## src/rtl/cache_lookup_ctrl.sv

```systemverilog
// Per-core cache lookup controller: reads the directory, checks tag/state, serves hits and sequences memory commands on misses and upgrades.
// Latency: hit response 2 cycles after acceptance (3 for a store hit in E); miss paths add the memory command round trips.
// Backpressure: one transaction in flight (req_ready only in IDLE); mem_valid and rsp_valid hold until mem_ready / rsp_ready.
//
// Ports:
//   clk, rst           clock, asynchronous active-low reset
//   req_*              core request (valid/ready, address, store flag)
//   rsp_*              core response (valid/ready, hit flag)
//   dir_*              directory port: index/next_tag/next_state/write out, current_tag/current_state in (1-cycle read)
//   mem_*              memory/coherence command (valid/ready, cmd, line address), completion pulse and exclusive grant
module cache_lookup_ctrl #(
  parameter int ADDR_WIDTH   = 32,
  parameter int OFFSET_WIDTH = 5,
  parameter int INDEX_WIDTH  = 7,
  parameter int TAG_WIDTH    = 20
) (
  input  logic                   clk,
  input  logic                   rst,
  input  logic                   req_valid,
  output logic                   req_ready,
  input  logic [ADDR_WIDTH-1:0]  req_addr,
  input  logic                   req_write,
  output logic                   rsp_valid,
  input  logic                   rsp_ready,
  output logic                   rsp_hit,
  output logic [INDEX_WIDTH-1:0] dir_index,
  output logic [TAG_WIDTH-1:0]   dir_next_tag,
  output logic [1:0]             dir_next_state,
  output logic                   dir_write,
  input  logic [TAG_WIDTH-1:0]   dir_current_tag,
  input  logic [1:0]             dir_current_state,
  output logic                   mem_valid,
  input  logic                   mem_ready,
  output logic [1:0]             mem_cmd,
  output logic [ADDR_WIDTH-1:0]  mem_addr,
  input  logic                   mem_done,
  input  logic                   mem_excl
);

  localparam logic [1:0] ST_I = 2'd0;
  localparam logic [1:0] ST_S = 2'd1;
  localparam logic [1:0] ST_E = 2'd2;
  localparam logic [1:0] ST_M = 2'd3;

  localparam logic [1:0] CMD_READ_S    = 2'd0;
  localparam logic [1:0] CMD_READ_X    = 2'd1;
  localparam logic [1:0] CMD_UPGRADE   = 2'd2;
  localparam logic [1:0] CMD_WRITEBACK = 2'd3;

  typedef enum logic [2:0] {
    IDLE,
    READ,
    CMP,
    CMD,
    WAIT,
    UPDATE,
    RESP
  } fsm_t;

  fsm_t                   state, state_nxt;
  logic [TAG_WIDTH-1:0]   tag_q;
  logic [INDEX_WIDTH-1:0] idx_q;
  logic                   write_q;
  logic                   hit_q, hit_nxt;
  logic [1:0]             cmd_q, cmd_nxt;
  logic [1:0]             nst_q, nst_nxt;
  logic [ADDR_WIDTH-1:0]  maddr_q, maddr_nxt;

  logic [ADDR_WIDTH-1:0]  line_addr;
  logic [ADDR_WIDTH-1:0]  victim_addr;
  logic [1:0]             fill_cmd;
  logic                   line_hit;

  // Offset bits never matter to a line-granular controller.
  logic unused_offset;
  assign unused_offset = ^req_addr[OFFSET_WIDTH-1:0];

  assign line_addr   = {tag_q, idx_q, {OFFSET_WIDTH{1'b0}}};
  assign victim_addr = {dir_current_tag, idx_q, {OFFSET_WIDTH{1'b0}}};
  assign fill_cmd    = write_q ? CMD_READ_X : CMD_READ_S;
  assign line_hit    = (dir_current_state != ST_I) && (dir_current_tag == tag_q);

  // Directory-facing and memory-facing fields come straight from registers so
  // they are stable for the whole transaction.
  assign dir_index      = idx_q;
  assign dir_next_tag   = tag_q;
  assign dir_next_state = nst_q;
  assign mem_cmd        = cmd_q;
  assign mem_addr       = maddr_q;

  always_ff @(posedge clk or negedge rst) begin
    if (!rst) begin
      state   <= IDLE;
      tag_q   <= '0;
      idx_q   <= '0;
      write_q <= 1'b0;
      hit_q   <= 1'b0;
      cmd_q   <= CMD_READ_S;
      nst_q   <= ST_I;
      maddr_q <= '0;
    end else begin
      state   <= state_nxt;
      hit_q   <= hit_nxt;
      cmd_q   <= cmd_nxt;
      nst_q   <= nst_nxt;
      maddr_q <= maddr_nxt;
      if (state == IDLE && req_valid) begin
        tag_q   <= req_addr[ADDR_WIDTH-1 -: TAG_WIDTH];
        idx_q   <= req_addr[OFFSET_WIDTH +: INDEX_WIDTH];
        write_q <= req_write;
      end
    end
  end

  always_comb begin
    state_nxt = state;
    hit_nxt   = hit_q;
    cmd_nxt   = cmd_q;
    nst_nxt   = nst_q;
    maddr_nxt = maddr_q;
    req_ready = 1'b0;
    rsp_valid = 1'b0;
    rsp_hit   = 1'b0;
    mem_valid = 1'b0;
    dir_write = 1'b0;
    case (state)
      IDLE: begin
        req_ready = 1'b1;
        if (req_valid) begin
          hit_nxt   = 1'b0;
          state_nxt = READ;
        end
      end
      // Directory read data lands one cycle after the index settles.
      READ: state_nxt = CMP;
      CMP: begin
        if (line_hit && (!write_q || dir_current_state == ST_M)) begin
          hit_nxt   = 1'b1;
          state_nxt = RESP;
        end else if (line_hit && dir_current_state == ST_E) begin
          // Silent E->M promotion: no coherence traffic needed.
          hit_nxt   = 1'b1;
          nst_nxt   = ST_M;
          state_nxt = UPDATE;
        end else if (line_hit) begin
          cmd_nxt   = CMD_UPGRADE;
          maddr_nxt = line_addr;
          state_nxt = CMD;
        end else if (dir_current_state == ST_M) begin
          // Dirty victim goes out first; the fill is issued after it completes.
          cmd_nxt   = CMD_WRITEBACK;
          maddr_nxt = victim_addr;
          state_nxt = CMD;
        end else begin
          cmd_nxt   = fill_cmd;
          maddr_nxt = line_addr;
          state_nxt = CMD;
        end
      end
      CMD: begin
        mem_valid = 1'b1;
        if (mem_ready) state_nxt = WAIT;
      end
      WAIT: begin
        if (mem_done) begin
          if (cmd_q == CMD_WRITEBACK) begin
            cmd_nxt   = fill_cmd;
            maddr_nxt = line_addr;
            state_nxt = CMD;
          end else begin
            // Only a shared read can come back non-exclusive.
            if (cmd_q == CMD_READ_S) nst_nxt = mem_excl ? ST_E : ST_S;
            else                     nst_nxt = ST_M;
            state_nxt = UPDATE;
          end
        end
      end
      UPDATE: begin
        dir_write = 1'b1;
        state_nxt = RESP;
      end
      RESP: begin
        rsp_valid = 1'b1;
        rsp_hit   = hit_q;
        if (rsp_ready) state_nxt = IDLE;
      end
      default: state_nxt = IDLE;
    endcase
  end

endmodule

```

## config.mk

```make
export PLATFORM = sky130hd
export DESIGN_NAME = cache_lookup_ctrl
export DESIGN_NICKNAME = d
export VERILOG_FILES = /design/src/rtl/cache_lookup_ctrl.sv
export SDC_FILE = /design/constraint.sdc
export NUM_CORES = 1
export LEC_CHECK = 0
export ABC_AREA = 1
export CAP_MARGIN = 20
export CORE_MARGIN = 4
export CORE_UTILIZATION = 49
export CTS_CLUSTER_DIAMETER = 80
export CTS_CLUSTER_SIZE = 14
export DETAILED_ROUTE_END_ITERATION = 8
export PLACE_DENSITY = 0.83
export SLEW_MARGIN = 15
export SYNTH_ARGS = -nofsm -noshare
export SYNTH_HDL_FRONTEND = slang
export SYNTH_SLANG_ARGS = --single-unit
```

## constraint.sdc

```tcl
create_clock -name clk -period 2.85 [get_ports clk]
set_clock_uncertainty 0.15 [all_clocks]
set_input_delay 0.57 -clock clk [delete_from_list [all_inputs] [get_ports clk]]
set_output_delay 0.57 -clock clk [all_outputs]
set_load 0.02 [all_outputs]
```

Word-level counts from Yosys, hierarchy flattened
Cells that the tools add are included.

cells by class
  equality and inequality tests = 20
  muxes and demuxes = 39
  reduce and logical (&&, ||, !) cells = 15

operators by type and width
  operator                                                         count
  32-bit two-way mux                                               6
  32-bit case mux with 2 select lines                              1
  2-bit two-way mux                                                12
  3-bit two-way mux                                                7
  3-bit case mux with 7 select lines                               1
  20-bit == test                                                   1
  2-bit != test, second input constant                             9
  5-bit AND reduction                                              2
  3-bit == test, second input constant                             3
  1-bit two-way mux                                                9
  2-bit case mux with 2 select lines                               2
  2-bit == test, second input constant                             3
  3-bit by 2-bit == test with 1-bit output, second input constant  2
  2-bit nonzero test                                               3
  1-bit logical AND                                                4
  4-bit AND reduction                                              1
  3-bit by 1-bit == test with 1-bit output, second input constant  1
  3-bit zero test                                                  1
  3-bit != test, second input constant                             1
  3-bit AND reduction                                              1
  2-bit zero test                                                  1
  1-bit case mux with 2 select lines                               1
  1-bit zero test                                                  1
  1-bit logical OR                                                 1

storage, ports and cells
  flip-flop bits (word level) = 68
  bits of input ports = 62
  output and inout bits = 68
  logic and storage cells = 82

Logic depth before layout (Yosys ltp)
  word-level depth = 6
  depth in mapped cells = 16
  gate-level depth less buffers = 14

Worst setup path after synthesis
Ideal clock, no wire load.

  path type = register -> output
  start = register state[2]
  end = output rsp_hit
  data arrival time = 1,335 ps
  required time = 2,130 ps
  path slack = 795 ps
  stages on the path, launching flop included = 4
  path buffers = 0
  cells stage by stage = dfrtp_1 -> inv_1 -> nor3_1 -> and2_1

between the ends
  longest elaborated chain between the ends = 2

ends and longest elaborated chain
  what                    RTL line  RTL
  start, declared         60        fsm_t state, state_nxt;
  start signal, assigned  102       state <= state_nxt;
  3-bit == test           126       case (state)
  1-bit two-way mux       126
  end, declared           25        output logic rsp_hit,

Every way passes these cells.

Worst setup path after layout
Same ends and word-level chain as after synthesis.

==> summary.md <==
| Metric | Value |
|---|---|
| Outcome | `complete, no violations` |
| Pin count of the biggest net entering global routing | `46` |
| Most frequent cells in the layout | `nand2_1, clkdlybuf4s50_1, inv_1, dfrtp_1, nor2_1` |
| Post-route DRC | `0` |
| Top Ports | `130` |
| Register area share after synthesis | `42.0%` |
| Total congestion overflow | `0` |
| # fillers | `596` |
| First-pass GRT wire length | `15,800 µm` |
| Die Span Y | `95.6 µm` |
| Layout cell share with drive strength beyond 1 | `9.46%` |
| Post-synth cell types | `28` |
| Std cell rows | `31` |
| RSZ-0062 raised after global routing | `no` |
| Setup CP Type | `register to output port` |
| Cell area after layout | `5180 µm²` |
| Global-route usage over all layers | `22.6%` |
| Final hold slack | `0.120 ns` |
| Sequential power share | `29.6%` |
| Final setup viols | `0` |
| Total die area | `9130 µm²` |
| H-tree Lvls | `3` |
| Dpl cell area | `5000 µm²` |
| Most common cell after layout, fill and taps aside | `nand2_1` |
| Number of diodes | `0` |
| Net Switching | `2530 µW` |
| Worst R2R End | `state[2]` |
| Final #Nets | `703` |
| Hold crit path type | `input port to asynchronous set/reset pin` |
| Post-CTS setup buffers | `0` |
| DPL Wire Length | `7470 µm` |
| End point of the critical path | `rsp_hit` |
| Avg WL per Cell | `13.3 µm` |
| Utilization after layout | `70.3%` |
| Switching share of total power | `44.4%` |
| Worst setup EP type | `output port` |
| Vias per inst | `4.82` |
| Pins Over Slew Limit | `0` |
| TritonCTS Buffers | `9` |
| Area grow syn2layout | `37.9%` |
| Clk root buf | `clkbuf_8` |
| Max VDD drop | `0.620 mV` |
| Critical path startpoint | `state[2]` |
| Final hold violations | `0` |
| DP Cell Count | `729` |
| Register bit total from synthesis | `63` |
| Hold buffer count at CTS | `0` |
| Core ar. | `7370 µm²` |
| Resized cells post-CTS | `0` |
| Mapped Area | `3760 µm²` |
| Post-Syn Instances | `528` |
| Slowest CP cell | `clkdlybuf4s50_1` |
| DR pass1 iterations | `4` |
| Post-Route WL | `9910 µm` |
| DR vias | `3,586` |
| Clock transition at path regs | `0.07 ns` |
| R2r worst-path depth | `13` |
| Final min period | `2.58 ns` |
| Logic pwr share | `57.7%` |
| Iter 0 DRT Violations | `234` |
| Finished Layout Cells | `744` |
| TNS Setup | `0 ns` |
| Leak pwr | `0.00269 µW` |
| Longest Clk Path Bufs | `2` |
| PwrDens | `1100 nW/µm²` |
| Initial antenna violation count | `0` |
| Clock insertion delay at the later pin of the skew report | `0.34 ns` |
| Internal | `3170 µW` |
| Yosys warnings | `0` |
| Worst slew pin tran | `0.698 ns` |
| R2r startpoint | `dir_next_tag[10]` |
| WP data arrival | `1.86 ns` |
| Final period util | `90.7%` |
| GPL Wtd Cong | `0.867` |
| Clk network pwr share | `12.7%` |
| Routed Antenna Nets | `0` |
| CP Launch Type | `register` |
| CP required | `2.13 ns` |
| # clock sinks | `63` |
| Max stage delay on crit path | `0.59 ns` |
| Synth Area per Inst | `7.11 µm²` |
| Die X | `95.6 µm` |
| Max-cap violations | `0` |
| Initial Util | `51.0%` |
| # port buffers | `119` |
| Critical-path cell list | `inv_1 -> nor3_1 -> and2_1 -> clkdlybuf4s50_1` |
| CTS tree | `built` |
| Vias in the first global route | `3,498` |
| Crit Path Max Fanout | `5` |
| R2r setup slk | `0.67 ns` |
| Fmax | `387 MHz` |
| Slew margin rel. | `53.5%` |
[synth_stat cells, drive strengths merged]
master	instances	area, µm²
conb	1	3.75
nand4	5	31.3
xnor2	1	8.76
and2	1	6.26
a21oi	19	95.1
nor3	7	40.0
o21bai	31	233
nor4	2	12.5
dfrtp	63	1580
clkbuf	4	15.0
clkinv	1	3.75
or2	1	6.26
nor2	53	209
inv	92	345
o211ai	1	7.51
xor2	1	8.76
nand2	173	677
mux2	11	124
nand3	8	45.0
o21ai	28	140
buf	25	168
[cell type report]
class                           instances  area [µm²]  area share [%]
Tap cell                               99         124            2.39
Inverter                               93         349            6.74
Clock buffer                           12         165            3.19
Sequential cell                        63        1580            30.4
Clock inverter                          3        17.5           0.338
Multi-Input combinational cell        347        1670            32.1
Timing Repair Buffer                  127        1280            24.8
[through the flow]
stage / total power, µW / worst slack, ns
2_1_floorplan: 3710 / 0.795
3_3_place_gp: 4900 / 0.0976
3_5_place_dp: 4990 / 0.00902
4_1_cts: 5730 / 0.267
5_1_grt: 6130 / 0.151
6_report: 5690 / 0.265
[metal layers]
layer / track usage (%) / part of all wire [%] / vias to the layer above
met5: 0 / 0 / -
met4: 8.41 / 1.9 / 0
met3: 6.95 / 7.9 / 20
met2: 38.0 / 48 / 118
met1: 27.2 / 42 / 1640
li1: - / - / 1808
[worst min path at each step]
| stage | end | start | depth (start not counted) | slack [ns] |
|---|---|---|---|---|
| final | dir_index[6] | rst | 1 | 0.12 |
| after global routing | dir_index[6] | rst | 1 | 0.17 |
| after CTS | mem_addr[5] | rst | 1 | 0.13 |
| after detailed placement | hit_q | hit_q | 2 | 0.33 |
| after global placement | hit_q | hit_q | 2 | 0.32 |
| after floorplan | dir_index[0] | rst | 0 | 0.12 |
[kinds of logic after synthesis]
kind of cell,after synthesis,share of synthesized area [%]
xor gates and xnor gates,2,0.466
and+or+nand+nor,250,27.3
DFF,63,42.0
other,1,0.0998
buffers and inverters,122,14.2
muxes,11,3.30
AOI/OAI and AO/OA,79,12.7
[registers in the layout (all words and copies together), names as in the netlist]
register	count
dir_index	7
dir_next_state	2
dir_next_tag	20
hit_q	1
mem_addr	27
mem_cmd	2
state	3
write_q	1
[power by group through the flow]
stage          Sequential (µW)  Combinational (µW)  Clock (µW)
5_1_grt                   1740                3610         778
6_report                  1680                3290         723
4_1_cts                   1680                3320         735
3_5_place_dp              1690                3300           0
3_3_place_gp              1670                3220           0
2_1_floorplan             2060                1650           0
[critical path: cells and delay by family, from the launching register on]
kind | cells | cell delay (ns)
and+or+nand+nor | 2 | 0.40
DFF | 1 | 0.43
buffers and inverters | 2 | 0.70
Power figures use the tool's default switching activity.
==> edit 1 (config.mk and constraints unchanged) <==
Make the reset (`rst`) synchronous in one clocked block. Comments in the files are not updated.
--- a/src/rtl/cache_lookup_ctrl.sv
+++ b/src/rtl/cache_lookup_ctrl.sv
@@ -90,3 +90,3 @@
 
-  always_ff @(posedge clk or negedge rst) begin
+  always_ff @(posedge clk) begin
     if (!rst) begin
Check against the original RTL: differs if rst is asserted again (counterexample within 4 cycles, from zero or initial values and one cycle with rst low); with rst held inactive, the same outputs for 10 cycles.
==> edit 1 against the original RTL <==
First-iteration DRC count decreased by 9.0%; register-to-register slack improved by 0.05 ns; count of clock-buffer cells in the layout unchanged; synthesized area decreased by 9.0%; utilization increased by 0.30 points; sequential cell count unchanged; final area decreased by 7.4%; wire length decreased by 4.0%; highest routed layer unchanged; largest cell class unchanged; non-clock buffer count decreased by 1; fmax about the same; worst setup slack got worse by 0.00052 ns; hold slack improved by 0.20 ns.
Power is not compared: it rests on default switching activity, and its combinational part moved more than twofold at a synthesized area within 25%.
==> edit 1: results (changes against the original RTL) <==
| Metric | Value |
|---|---|
| Status | `finished clean` |
| Met2 Use GR | `39.50% (+1.5 points)` |
| DR iter-0 viols | `213 (-9.0%)` |
| First-pass GRT wire length | `15.66 mm (-0.65%)` |
| Clock Latency Late Sink | `0.34 ns (about the same)` |
| Vias in the first global route | `3519 (+0.60%)` |
| Placed cells | `722 (-0.96%)` |
| WP data arrival | `1.87 ns` |
| Vias | `3637 (+1.4%)` |
| CP max FO | `7 (+2)` |
| R2r setup slk | `0.72 ns (+0.05 ns)` |
| Fraction of layout cells with a size suffix above 1 | `11.86% (+2.4 points)` |
| Global placement routability congestion | `0.8714 (+0.52%)` |
| Post-synth top area share | `36.88% (-5.1 points)` |
| Reg-to-reg startpoint | `state[0]$_SDFFE_PN0P_` |
| Drt first pass iters | `4 (unchanged)` |
| Met3 wire length | `609 microns (-22%)` |
| Wire length on met1 | `4.001 mm (-3.5%)` |
| Seq/Total Area, Yosys | `36.88% (-5.1 points)` |
| Postcts setup bufs | `0 (unchanged)` |
| Port Buffers | `119 (unchanged)` |
| Routed wire length | `9.515 mm (-4.0%)` |
| Post-detail-place hpwl | `6.822 mm (-8.7%)` |
| Post-Layout Cell Count | `737 (-0.94%)` |
| Worst-Margin Slew | `0.5083 ns (-0.1896 ns)` |
| Worst Reg-to-Reg Cells | `11 (-2)` |
| Avg Cell Area, Syn | `6.404 sq um (-10%)` |
| Metal2 WL | `4.625 mm (-3.6%)` |
| Ys flop type | `dfxtp_1` |
| Distinct cell type count after synthesis | `32 (+14%)` |
| Filler cell count | `601 (+0.84%)` |
| Clock root cell | `clkbuf_8` |
| Post-CTS sizing | `0 (unchanged)` |
| Max Used Layer | `met4` |
| Leakage | `~2.1 nW` |
| Largest net degree at the start of global routing | `53 (+15%)` |
| Worst hold margin | `0.3165 ns (+0.1964 ns)` |
| Tot GR Track Use | `22.93% (+0.29 points)` |
| Slowest Stage Delay on Critical Path | `0.68 ns (+0.09 ns)` |
| Top post-synthesis cells by count | `nand2_1, dfxtp_1, nor2_1` |
| Met3 usage | `5.302% (-1.6 points)` |
| Synth area leaders | `dfxtp_1, nand2_1, nor2_1, inv_1, a21oi_1` |
| Post-synth ARST share | `0% (-100 points)` |
| WHS Endpoint | `dir_index[5]$_SDFFE_PN0P_` |
| R2R Path End | `mem_addr[30]$_SDFFE_PN0P_` |
| Nets@finish | `699 (-0.57%)` |
| Hold Path Class | `reg -> reg` |
| Met1 usage in global routing | `26.33% (-0.91 points)` |
| Largest register FFs | `27 (unchanged)` |
==> edit 1: metrics by stage <==
stage / cell area, sq um / setup WS (ns)
after CTS: 4797 / 0.2604
after global routing: 4797 / 0.1894
final: 4797 / 0.2649
after detailed placement: 4599 / 0.1139
after global placement: 4599 / 0.1507
after floorplan: 3435 / 0.8673
==> edit 1: worst max-delay path by stage <==
| stage | start | end | slack [ns] | depth (start not counted) |
|---|---|---|---|---|
| 2_1_floorplan | dir_current_tag[4] | mem_cmd[1]$_SDFFE_PN0P_ | 0.87 | 11 |
| 3_3_place_gp | dir_current_tag[3] | mem_addr[30]$_SDFFE_PN0P_ | 0.15 | 15 |
| 3_5_place_dp | dir_current_tag[0] | mem_addr[25]$_SDFFE_PN0P_ | 0.11 | 15 |
| 4_1_cts | state[0]$_SDFFE_PN0P_ | mem_valid | 0.26 | 3 |
| 5_1_grt | dir_current_tag[15] | mem_addr[18]$_SDFFE_PN0P_ | 0.19 | 17 |
| 6_report | state[0]$_SDFFE_PN0P_ | mem_valid | 0.26 | 3 |
==> edit 1: power by group <==
group          switching, mW  internal [mW]
Clock                  0.340          0.446
Combinational          0.873          0.688
Sequential             0.156           1.09
==> edit 1: area by class of cell <==
class                           instances  area share [%]
Multi-Input combinational cell        367           35.21
Timing Repair Buffer                  126           26.34
Sequential cell                        63           26.29
Inverter                               70           5.529
Clock buffer                           12           3.234
Tap cell                               96           2.504
Clock inverter                          3          0.8868
==> edit 1: cell families after synthesis <==
group / count (synthesis) / share of synthesized area [%]
XOR/XNOR: 5 / 1.281
other: 1 / 0.1097
flip-flops: 63 / 36.88
AO/OA/AOI/OAI: 62 / 9.147
AND/OR/NAND/NOR: 295 / 38.27
buffers and inverters: 108 / 14.31
==> edit 2 (same flow settings) <==
Made on the original files. The 7 states of `fsm_t` get a one-hot encoding in 7 bits.
--- a/src/rtl/cache_lookup_ctrl.sv
+++ b/src/rtl/cache_lookup_ctrl.sv
@@ -49,10 +49,10 @@
 
-  typedef enum logic [2:0] {
-    IDLE,
-    READ,
-    CMP,
-    CMD,
-    WAIT,
-    UPDATE,
-    RESP
+  typedef enum logic [6:0] {
+    IDLE   = 7'b0000001,
+    READ   = 7'b0000010,
+    CMP    = 7'b0000100,
+    CMD    = 7'b0001000,
+    WAIT   = 7'b0010000,
+    UPDATE = 7'b0100000,
+    RESP   = 7'b1000000
   } fsm_t;
Function: no difference found for any inputs over 10 cycles, from zero or initial values and one cycle with rst low; not proved beyond that.
==> edit 2 against the original RTL <==
Synthesized area up 5.3%; hold slack worse by 0.072 ns; largest power group unchanged; wire length up 9.4%; final area up 4.0%; worst setup slack worse by 0.12 ns; power down 6.8%; combinational power down 18%; largest cell class unchanged; sequential cell count up 4; critical path type unchanged.
==> edit 2: results (changes against the original RTL) <==
| Metric | Value |
|---|---|
| Clk tree area frac | `4.201% (+0.68 points)` |
| Fraction of layout cells with a size suffix above 1 | `8.163% (-1.3 points)` |
| Drt first pass iters | `6 (+2)` |
| #MultiIn Comb | `413 (+19%)` |
| CP max FO | `4 (-1)` |
| Nets@finish | `743 (+5.7%)` |
| Largest net degree at the start of global routing | `48 (+4.3%)` |
| Vias | `3992 (+11%)` |
| Clkbuf count | `10 (-2)` |
| Met2 Use GR | `37.17% (-0.81 points)` |
| Met3 usage | `5.429% (-1.5 points)` |
| Global placement routability congestion | `0.8554 (-1.3%)` |
| DR iter-0 viols | `264 (+13%)` |
| Post-synthesis mux area share | `0.2847% (-3.0 points)` |
| Worst-Margin Slew | `0.7596 ns (+0.06163 ns)` |
| Data buffer area share | `24.05% (-0.73 points)` |
| Distinct cell type count after synthesis | `31 (+11%)` |
| Filler cell count | `662 (+11%)` |
| Routed length per placed instance | `13.76 microns (+3.3%)` |
| Nonclk buf count | `132 (+3.9%)` |
| Seq/Total Area, Yosys | `42.42% (+0.45 points)` |
| Max rail drop VDD | `0.0005796 V (-6.6%)` |
| Compound-gate portion of the synthesized area | `7.403% (-5.3 points)` |
| Synth area leaders | `dfrtp_1, nand2_1, o21ai_0, nand4_1, inv_1` |
| Met1 usage in global routing | `30.26% (+3.0 points)` |
| Post-detail-place hpwl | `7.925 mm (+6.1%)` |
| Status | `finished clean` |
-- edit 2: power by group --
group	switching, mW	internal, mW
combinational	1.56	1.16
sequential	0.347	1.35
clock	0.381	0.516
-- edit 2: cell families (layout without fill, tap and decap cells) --
| family | count (synthesis) | count (layout) |
|---|---|---|
| AND/OR/NAND/NOR | 348 | 348 |
| flip-flops | 67 | 67 |
| buffers and inverters | 96 | 206 |
| other | 1 | 5 |
| XOR/XNOR | 2 | 2 |
| AO/OA/AOI/OAI | 57 | 57 |
| multiplexers | 1 | 1 |
-- edit 2: worst paths after layout --
path | end | slack (ns) | depth (start not counted)
min in group clk | mem_addr[18]$_DFFE_PN0P_ | 0.32 | 2
worst min register to register | mem_addr[18]$_DFFE_PN0P_ | 0.32 | 2
worst max register to register | dir_next_tag[4]$_DFFE_PN0P_ | 0.73 | 8
worst min-delay path | mem_addr[27]$_DFFE_PN0P_ | 0.05 | 1
max in group asynchronous | state[0]$_DFFE_PN1P_ | 1.80 | 2
worst max-delay path | rsp_hit | 0.15 | 5
-- edit 2: per-layer routing --
layer  wire (microns)  share of wire [%]
met2             5101                 47
met1             4831                 45
met3              748                6.9
met4              161                1.5
met5                0                  0
-- edit 2: metrics by stage --
step	cells	worst slack, ns	hold WS (ns)	cell area, sq um
final	788	0.1467	0.04853	5390
after detailed placement	772	0.2081	0.3118	5164
after global placement	772	0.2628	0.3070	5164
after CTS	788	0.1374	0.05723	5390
after floorplan	576	0.6675	0.1244	3970
after global routing	788	0.05595	0.06981	5390
-- edit 2: critical path: stages (launching register included) --
cell             delay [ns]
dfrtp_1                0.43
nor2_4                 0.17
nand2_4                0.09
nor3_1                 0.20
and2_1                 0.16
clkdlybuf4s50_1        0.59
